## src/rtl/bitfield_pkg.sv

```systemverilog
// Shared definitions for the bitfield merge block.
//   clog2    : ceiling log2 used to size length and address fields
//   lowmask  : n low bits set; n == 0 means all bits set
//   MODE_*   : stage-1 operation select encodings
package bitfield_pkg;

  // Widest datapath the lowmask helper supports; callers cast down to W.
  localparam int unsigned MaxW = 64;

  localparam logic MODE_INSERT  = 1'b0;
  localparam logic MODE_EXTRACT = 1'b1;

  function automatic int unsigned clog2(input int unsigned n);
    int unsigned r;
    int unsigned v;
    r = 0;
    v = 1;
    while (v < n) begin
      v = v << 1;
      r++;
    end
    return r;
  endfunction

  function automatic logic [MaxW-1:0] lowmask(input int unsigned n);
    if (n == 0 || n >= MaxW) begin
      return '1;
    end
    return (MaxW'(1) << n) - MaxW'(1);
  endfunction

endpackage

```

## src/rtl/bitfield_merge_if.sv

```systemverilog
// Bus bundle between a bitfield_merge and the logic that drives it.
//   master : drives stall, stage-1 controls (field_in, len, mode, rd_addr) and
//            stage-2 controls (pos, wr_en, wr_addr); observes the outputs
//   slave  : the bitfield_merge side; drives data_out, field_out, out_valid
interface bitfield_merge_if
  import bitfield_pkg::*;
#(
  parameter int unsigned W      = 8,
  parameter int unsigned NLATCH = 2
);

  localparam int unsigned LW = clog2(W);
  localparam int unsigned AW = clog2(NLATCH);

  logic                  stall;
  logic [W-1:0]          field_in;
  logic [LW-1:0]         len;
  logic                  mode;
  logic [AW-1:0]         rd_addr;
  logic [LW-1:0]         pos;
  logic                  wr_en;
  logic [AW-1:0]         wr_addr;
  logic [NLATCH*W-1:0]   data_out;
  logic [W-1:0]          field_out;
  logic                  out_valid;

  modport master (
    output stall, field_in, len, mode, rd_addr, pos, wr_en, wr_addr,
    input  data_out, field_out, out_valid
  );

  modport slave (
    input  stall, field_in, len, mode, rd_addr, pos, wr_en, wr_addr,
    output data_out, field_out, out_valid
  );

endinterface

```

## src/rtl/field_mask_gen.sv

```systemverilog
// Field length to low-bit mask.
//   len_i  : field length; 0 selects the full width
//   mask_o : bits len_i-1..0 set (all ones when len_i == 0)
module field_mask_gen
  import bitfield_pkg::*;
#(
  parameter int unsigned W    = 8,
  localparam int unsigned LW  = clog2(W)
) (
  input  logic [LW-1:0] len_i,
  output logic [W-1:0]  mask_o
);

  assign mask_o = W'(lowmask(32'(len_i)));

endmodule

```

## src/rtl/bitfield_merge.sv

```systemverilog
// Two-stage bitfield insert/extract over a small array of W-bit latches.
//   clk, rst  : clock and synchronous active-high reset
//   bus       : slave side of bitfield_merge_if
//     stage 1 : field_in/len/mode/rd_addr are registered (field masked,
//               inverse mask, latch read with write forwarding)
//     stage 2 : pos/wr_en/wr_addr act on the stage-1 registers; insert writes
//               a latch, extract loads field_out and pulses out_valid
//     data_out: all latches, latch 0 in the MSBs
module bitfield_merge
  import bitfield_pkg::*;
#(
  parameter int unsigned W      = 8,
  parameter int unsigned NLATCH = 2,
  localparam int unsigned LW    = clog2(W),
  localparam int unsigned AW    = clog2(NLATCH)
) (
  input logic            clk,
  input logic            rst,
  bitfield_merge_if.slave bus
);

  logic [W-1:0]  latch_q [NLATCH];
  logic [W-1:0]  latch_d [NLATCH];
  logic [W-1:0]  merge_in_q, merge_in_d;
  logic [W-1:0]  field_reg_q, field_reg_d;
  logic [W-1:0]  mask_reg_q, mask_reg_d;
  logic [LW-1:0] len_reg_q, len_reg_d;
  logic          mode_reg_q, mode_reg_d;
  logic [W-1:0]  field_out_q, field_out_d;
  logic          out_valid_q, out_valid_d;

  logic [W-1:0]  len_mask;
  logic [W-1:0]  ext_mask;
  logic [W-1:0]  field_shift;
  logic [W-1:0]  mask_rot;
  logic [W-1:0]  insert_res;
  logic [W-1:0]  rd_data;
  logic          wr_fire;
  logic          ext_fire;

  field_mask_gen #(
    .W (W)
  ) u_len_mask (
    .len_i  (bus.len),
    .mask_o (len_mask)
  );

  field_mask_gen #(
    .W (W)
  ) u_ext_mask (
    .len_i  (len_reg_q),
    .mask_o (ext_mask)
  );

  // The field truncates at the top while the keep-mask rotates, so a field
  // that wraps past bit W-1 clears the wrapped low bits of the destination.
  always_comb begin
    field_shift = field_reg_q << bus.pos;
    mask_rot    = (mask_reg_q << bus.pos) | (mask_reg_q >> (W - 32'(bus.pos)));
    insert_res  = field_shift | (merge_in_q & mask_rot);
  end

  always_comb begin
    wr_fire  = bus.wr_en && !bus.stall && (mode_reg_q == MODE_INSERT) &&
               (32'(bus.wr_addr) < NLATCH);
    ext_fire = bus.wr_en && !bus.stall && (mode_reg_q == MODE_EXTRACT);
  end

  always_comb begin
    rd_data = '0;
    if (32'(bus.rd_addr) < NLATCH) begin
      rd_data = latch_q[bus.rd_addr];
    end
  end

  always_comb begin
    latch_d     = latch_q;
    merge_in_d  = merge_in_q;
    field_reg_d = field_reg_q;
    mask_reg_d  = mask_reg_q;
    len_reg_d   = len_reg_q;
    mode_reg_d  = mode_reg_q;
    field_out_d = field_out_q;
    out_valid_d = out_valid_q;

    if (!bus.stall) begin
      field_reg_d = bus.field_in & len_mask;
      mask_reg_d  = ~len_mask;
      len_reg_d   = bus.len;
      mode_reg_d  = bus.mode;
      // Forward a same-edge write so the next merge sees the fresh latch.
      merge_in_d  = (wr_fire && (bus.wr_addr == bus.rd_addr)) ? insert_res : rd_data;
      out_valid_d = ext_fire;
      if (ext_fire) begin
        field_out_d = (merge_in_q >> bus.pos) & ext_mask;
      end
      for (int i = 0; i < NLATCH; i++) begin
        if (wr_fire && (32'(bus.wr_addr) == i)) begin
          latch_d[i] = insert_res;
        end
      end
    end
  end

  always_ff @(posedge clk) begin
    if (rst) begin
      latch_q     <= '{default: '0};
      merge_in_q  <= '0;
      field_reg_q <= '0;
      mask_reg_q  <= '0;
      len_reg_q   <= '0;
      mode_reg_q  <= MODE_INSERT;
      field_out_q <= '0;
      out_valid_q <= 1'b0;
    end else begin
      latch_q     <= latch_d;
      merge_in_q  <= merge_in_d;
      field_reg_q <= field_reg_d;
      mask_reg_q  <= mask_reg_d;
      len_reg_q   <= len_reg_d;
      mode_reg_q  <= mode_reg_d;
      field_out_q <= field_out_d;
      out_valid_q <= out_valid_d;
    end
  end

  logic [NLATCH*W-1:0] data_out_w;

  for (genvar g = 0; g < NLATCH; g++) begin : g_pack
    assign data_out_w[(NLATCH-1-g)*W +: W] = latch_q[g];
  end

  assign bus.data_out  = data_out_w;
  assign bus.field_out = field_out_q;
  assign bus.out_valid = out_valid_q;

endmodule
```

## src/flat_wrapper.sv

```systemverilog
// flat-port wrapper written by rule: the top's interface ports become plain ports
module bitfield_merge_flat import bitfield_pkg::*;
#(
  parameter int unsigned W      = 8,
  parameter int unsigned NLATCH = 2,
  localparam int unsigned LW    = clog2(W),
  localparam int unsigned AW    = clog2(NLATCH)
)
  (clk, rst, bus_stall, bus_field_in, bus_len, bus_mode, bus_rd_addr, bus_pos, bus_wr_en, bus_wr_addr, bus_data_out, bus_field_out, bus_out_valid);
  bitfield_merge_if #(.W(W), .NLATCH(NLATCH)) bus_i ();
  input logic clk;
  input logic rst;
  input wire logic [$bits(bus_i.stall)-1:0] bus_stall;
  input wire logic [$bits(bus_i.field_in)-1:0] bus_field_in;
  input wire logic [$bits(bus_i.len)-1:0] bus_len;
  input wire logic [$bits(bus_i.mode)-1:0] bus_mode;
  input wire logic [$bits(bus_i.rd_addr)-1:0] bus_rd_addr;
  input wire logic [$bits(bus_i.pos)-1:0] bus_pos;
  input wire logic [$bits(bus_i.wr_en)-1:0] bus_wr_en;
  input wire logic [$bits(bus_i.wr_addr)-1:0] bus_wr_addr;
  output wire logic [$bits(bus_i.data_out)-1:0] bus_data_out;
  output wire logic [$bits(bus_i.field_out)-1:0] bus_field_out;
  output wire logic [$bits(bus_i.out_valid)-1:0] bus_out_valid;
  assign bus_i.stall = bus_stall;
  assign bus_i.field_in = bus_field_in;
  assign bus_i.len = bus_len;
  assign bus_i.mode = bus_mode;
  assign bus_i.rd_addr = bus_rd_addr;
  assign bus_i.pos = bus_pos;
  assign bus_i.wr_en = bus_wr_en;
  assign bus_i.wr_addr = bus_wr_addr;
  assign bus_data_out = bus_i.data_out;
  assign bus_field_out = bus_i.field_out;
  assign bus_out_valid = bus_i.out_valid;
  bitfield_merge #(.W(W), .NLATCH(NLATCH)) u_core (.clk(clk), .rst(rst), .bus(bus_i));
endmodule
```

## config.mk

```make
export PLATFORM = sky130hd
export DESIGN_NAME = bitfield_merge_flat
export DESIGN_NICKNAME = d
export VERILOG_FILES = /design/src/rtl/bitfield_pkg.sv /design/src/rtl/bitfield_merge_if.sv /design/src/rtl/field_mask_gen.sv /design/src/rtl/bitfield_merge.sv /design/src/flat_wrapper.sv
export SDC_FILE = /design/constraint.sdc
export NUM_CORES = 1
export LEC_CHECK = 0
export BUFFER_PORTS_ARGS = -buffer_cell sky130_fd_sc_hd__buf_2
export CAP_MARGIN = 20
export CORE_ASPECT_RATIO = 2
export CORE_MARGIN = 5
export CORE_UTILIZATION = 45
export DETAILED_ROUTE_END_ITERATION = 12
export GPL_TIMING_DRIVEN = 0
export PLACE_DENSITY = 0.74
export SLEW_MARGIN = 40
export SYNTH_ARGS = -nofsm -noshare
export SYNTH_HDL_FRONTEND = slang
export SYNTH_SLANG_ARGS = --single-unit
```

## constraint.sdc

```tcl
create_clock -name clk -period 2.8 [get_ports clk]
set_clock_uncertainty 0.15 [all_clocks]
set_input_delay 0.7 -clock clk [delete_from_list [all_inputs] [get_ports clk]]
set_output_delay 0.7 -clock clk [all_outputs]
set_load 0.03 [all_outputs]
```

==> results.ini <==
[status]
run_status = finished, final reports clean

[grt]
groute.layer.met3.usage = 0.03778
grt_busiest_layer = met2
grt_start_max_net_pins = 17
grtUsageTotal = 0.2233
grt_first_pass_wirelength_um = 15760
met1_track_utilization_from_global_routing = 0.2145
grt_antenna_before_repair = 0
grt_use_met2 = 0.4345
grt_overflow = 0
first_global_vias = 3140

[power_and_ir_drop]
total_leakage_power_nw = 1.433
power.density_nw_per_um2 = 485.6
vdd.ir_drop.worst_v = 0.0002572

[route]
avgViaCountPerCell = 6.025
wire_per_inst_um = 19.18
detailedRoute.firstIterationViolations = 183
remaining_design_rule_violation_count = 0
ant_nets = 0
routed_wl_um = 9974
drt-pass1-iter-count = 6
routed-via-count = 3133

[placed_design]
numPlacedInstances = 513
io_buffers = 40
finalWeightedCongestion = 0.9996
placed_instance_area_um2 = 3551
hpwl_um = 7820

[worst_hold_path]
worst_hold_path_type = reg -> reg

[sta]
actual_transition_at_the_worst_max_transition_pin_ns = 0.6179
rsz_0062_raised_after_global_routing = false
timing.final.setup_violations = 0
worst_slew_margin_rel = 0.5881
period_share = 0.9299
drv_slew = 0
hold_violations = 0
fmax_mhz = 384.1
clock_period_minus_worst_slack_ns = 2.604

[clocking]
clockBufferDepth = 2
cts_buffers = 5
ctsRootBufferMaster = sky130_fd_sc_hd__clkbuf_16
cts_tree = yes
worst_skew_pair.late_latency_ns = 0.31
postCtsSetupRepairBufs = 0
holdBufCountCts = 0
clkTransAtPathRegs_ns = 0.07
htreeDepth = 2
clkSinkCount = 52

[floorplan]
i_o_pins = 46
dieHeight_um = 129.9
rows = 43
die_x_um = 69.94
coreArea_um2 = 6994
total_die_area_um2 = 9082
effective_utilization_at_floorplan = 0.4623

[cells_and_area]
layout.cells.most_common = sky130_fd_sc_hd__nor2_1
layout.cells.most_common_list = 54 x sky130_fd_sc_hd__nor2_1, 52 x sky130_fd_sc_hd__dfxtp_1, 50 x sky130_fd_sc_hd__buf_2
finalCoreUtilization = 0.5295
total_nets_final = 451
instances_no_fill = 520
n_antenna_cell = 0
layout.cell_area.non_filler_um2 = 3704
area.growth.synth_to_final_pct = 14.55
layout-drive-gt1-share = 0.2023

[setup_path]
crit_path_start_kind = primary input
critPathArrivalTime_ns = 2.65
crit_required_ns = 2.85
criticalPathCategory = in -> reg
timing.critical_path.to_type = register
maximum_fanout_along_the_worst_path = 16

[synthesis]
ys_ff_latch = 52
netlist_instances = 383
yosys.cell_types.count = 55
synth-edff-count = 0
ys.flop_type = sky130_fd_sc_hd__dfxtp_1
syn_area_per_cell_um2 = 8.442
synth.cell_area_um2 = 3233
ys.warnings.count = 0
postSynth.asyncResetShare = 0
ys_seq_area_frac = 0.3220
syn-num-nets = 405

[flow_run]
maxCapViolCount = 0

==> cell type report <==
type / instances / area (um^2)
fillers: 718 / 3291
inverters: 10 / 37.54
clock buffers: 5 / 125.1
repair buffers: 40 / 200.2
well taps: 90 / 112.6
clock inverters: 3 / 18.77
flip-flops and latches: 52 / 1041
plain buffers: 31 / 160.2
multi-input cells: 289 / 2008
==> sequential cells by signal, summed over array words and instances (netlist names) <==
signal and count:
u_core.len_reg_q 3, u_core.mode_reg_q 1, u_core.field_reg_q 8, u_core.mask_reg_q 7, u_core.bus.out_valid 1, u_core.bus.data_out 16
u_core.merge_in_q 8, u_core.bus.field_out 8
==> routing by layer <==
layer | wire (um) | vias up
met3 | 475 | 41
li1 | - | 1487
met2 | 5456 | 116
met5 | 0 | -
met1 | 3478 | 1489
met4 | 563 | 0
==> final timing paths <==
kind	start	endpoint	slack (ns)	cells after the start
worst min-delay path	u_core.bus.field_out[3]	u_core.bus.field_out[3]	0.30	2
worst max-delay path	bus_pos[1]	u_core.merge_in_q[1]	0.20	8
worst min register to register	u_core.bus.field_out[3]	u_core.bus.field_out[3]	0.30	2
worst max register to register	u_core.mask_reg_q[1]	u_core.merge_in_q[1]	0.87	5
==> cell usage after synthesis (all sizes together) (5+ instances only) <==
| library cell | n | share of area |
|---|---|---|
| a2111oi | 5 | 0.014 |
| a211oi | 17 | 0.039 |
| a21oi | 41 | 0.063 |
| buf | 13 | 0.026 |
| clkbuf | 19 | 0.022 |
| dfxtp | 52 | 0.32 |
| inv | 10 | 0.012 |
| mux2 | 9 | 0.031 |
| mux2i | 24 | 0.074 |
| mux4 | 11 | 0.080 |
| nand2 | 28 | 0.033 |
| nand2b | 6 | 0.012 |
| nand3 | 5 | 0.0077 |
| nor2 | 54 | 0.063 |
| nor2b | 9 | 0.017 |
| nor3 | 7 | 0.011 |
| nor3b | 5 | 0.013 |
| o21ai | 15 | 0.023 |
| o31ai | 5 | 0.012 |
==> logic make-up (layout without fill, tap and decap cells) <==
logic type | count (synthesis) | after routing | synth area share
AO/OA/AOI/OAI | 113 | 113 | 0.2272
XOR/XNOR | 4 | 4 | 0.01316
adder cells (fa/ha/maj) | 1 | 1 | 0.003869
buffers and inverters | 42 | 89 | 0.05999
flip-flops | 52 | 52 | 0.3220
multiplexers | 44 | 44 | 0.1858
AND/OR/NAND/NOR | 127 | 127 | 0.1881
==> what timing repair did <==
item,4_1_cts,5_1_grt
gates resized for setup,1,3
endpoints found under the setup margin,4,1
cloned,0,0
==> through the flow <==
stage	hold WS, ns	power [W]	setup TNS (ns)	worst slack (ns)
2_1_floorplan	0.3008	0.001074	0	0.04629
3_3_place_gp	0.2896	0.001176	-3.283	-0.3617
3_5_place_dp	0.2972	0.001183	-3.665	-0.3860
4_1_cts	0.3071	0.001795	0	0.07721
5_1_grt	0.3325	0.001862	0	0.02672
6_report	0.3014	0.001798	0	0.1962
==> critical path, cell delays in order <==
cell	delay (ns)
sky130_fd_sc_hd__buf_2	0.28
sky130_fd_sc_hd__inv_1	0.14
sky130_fd_sc_hd__ha_1	0.29
sky130_fd_sc_hd__buf_2	0.20
sky130_fd_sc_hd__mux2_2	0.38
sky130_fd_sc_hd__a211oi_2	0.21
sky130_fd_sc_hd__a21oi_1	0.11
sky130_fd_sc_hd__a2111oi_1	0.34
==> power by group <==
part	internal (W)	leakage (nW)	total [W]	switching (W)
Sequential	0.000772	0.425	0.000813	0.0000403
Clock	0.000330	0.0736	0.000625	0.000295
Combinational	0.000141	0.935	0.000360	0.000219
Power figures use the tool's default switching activity.
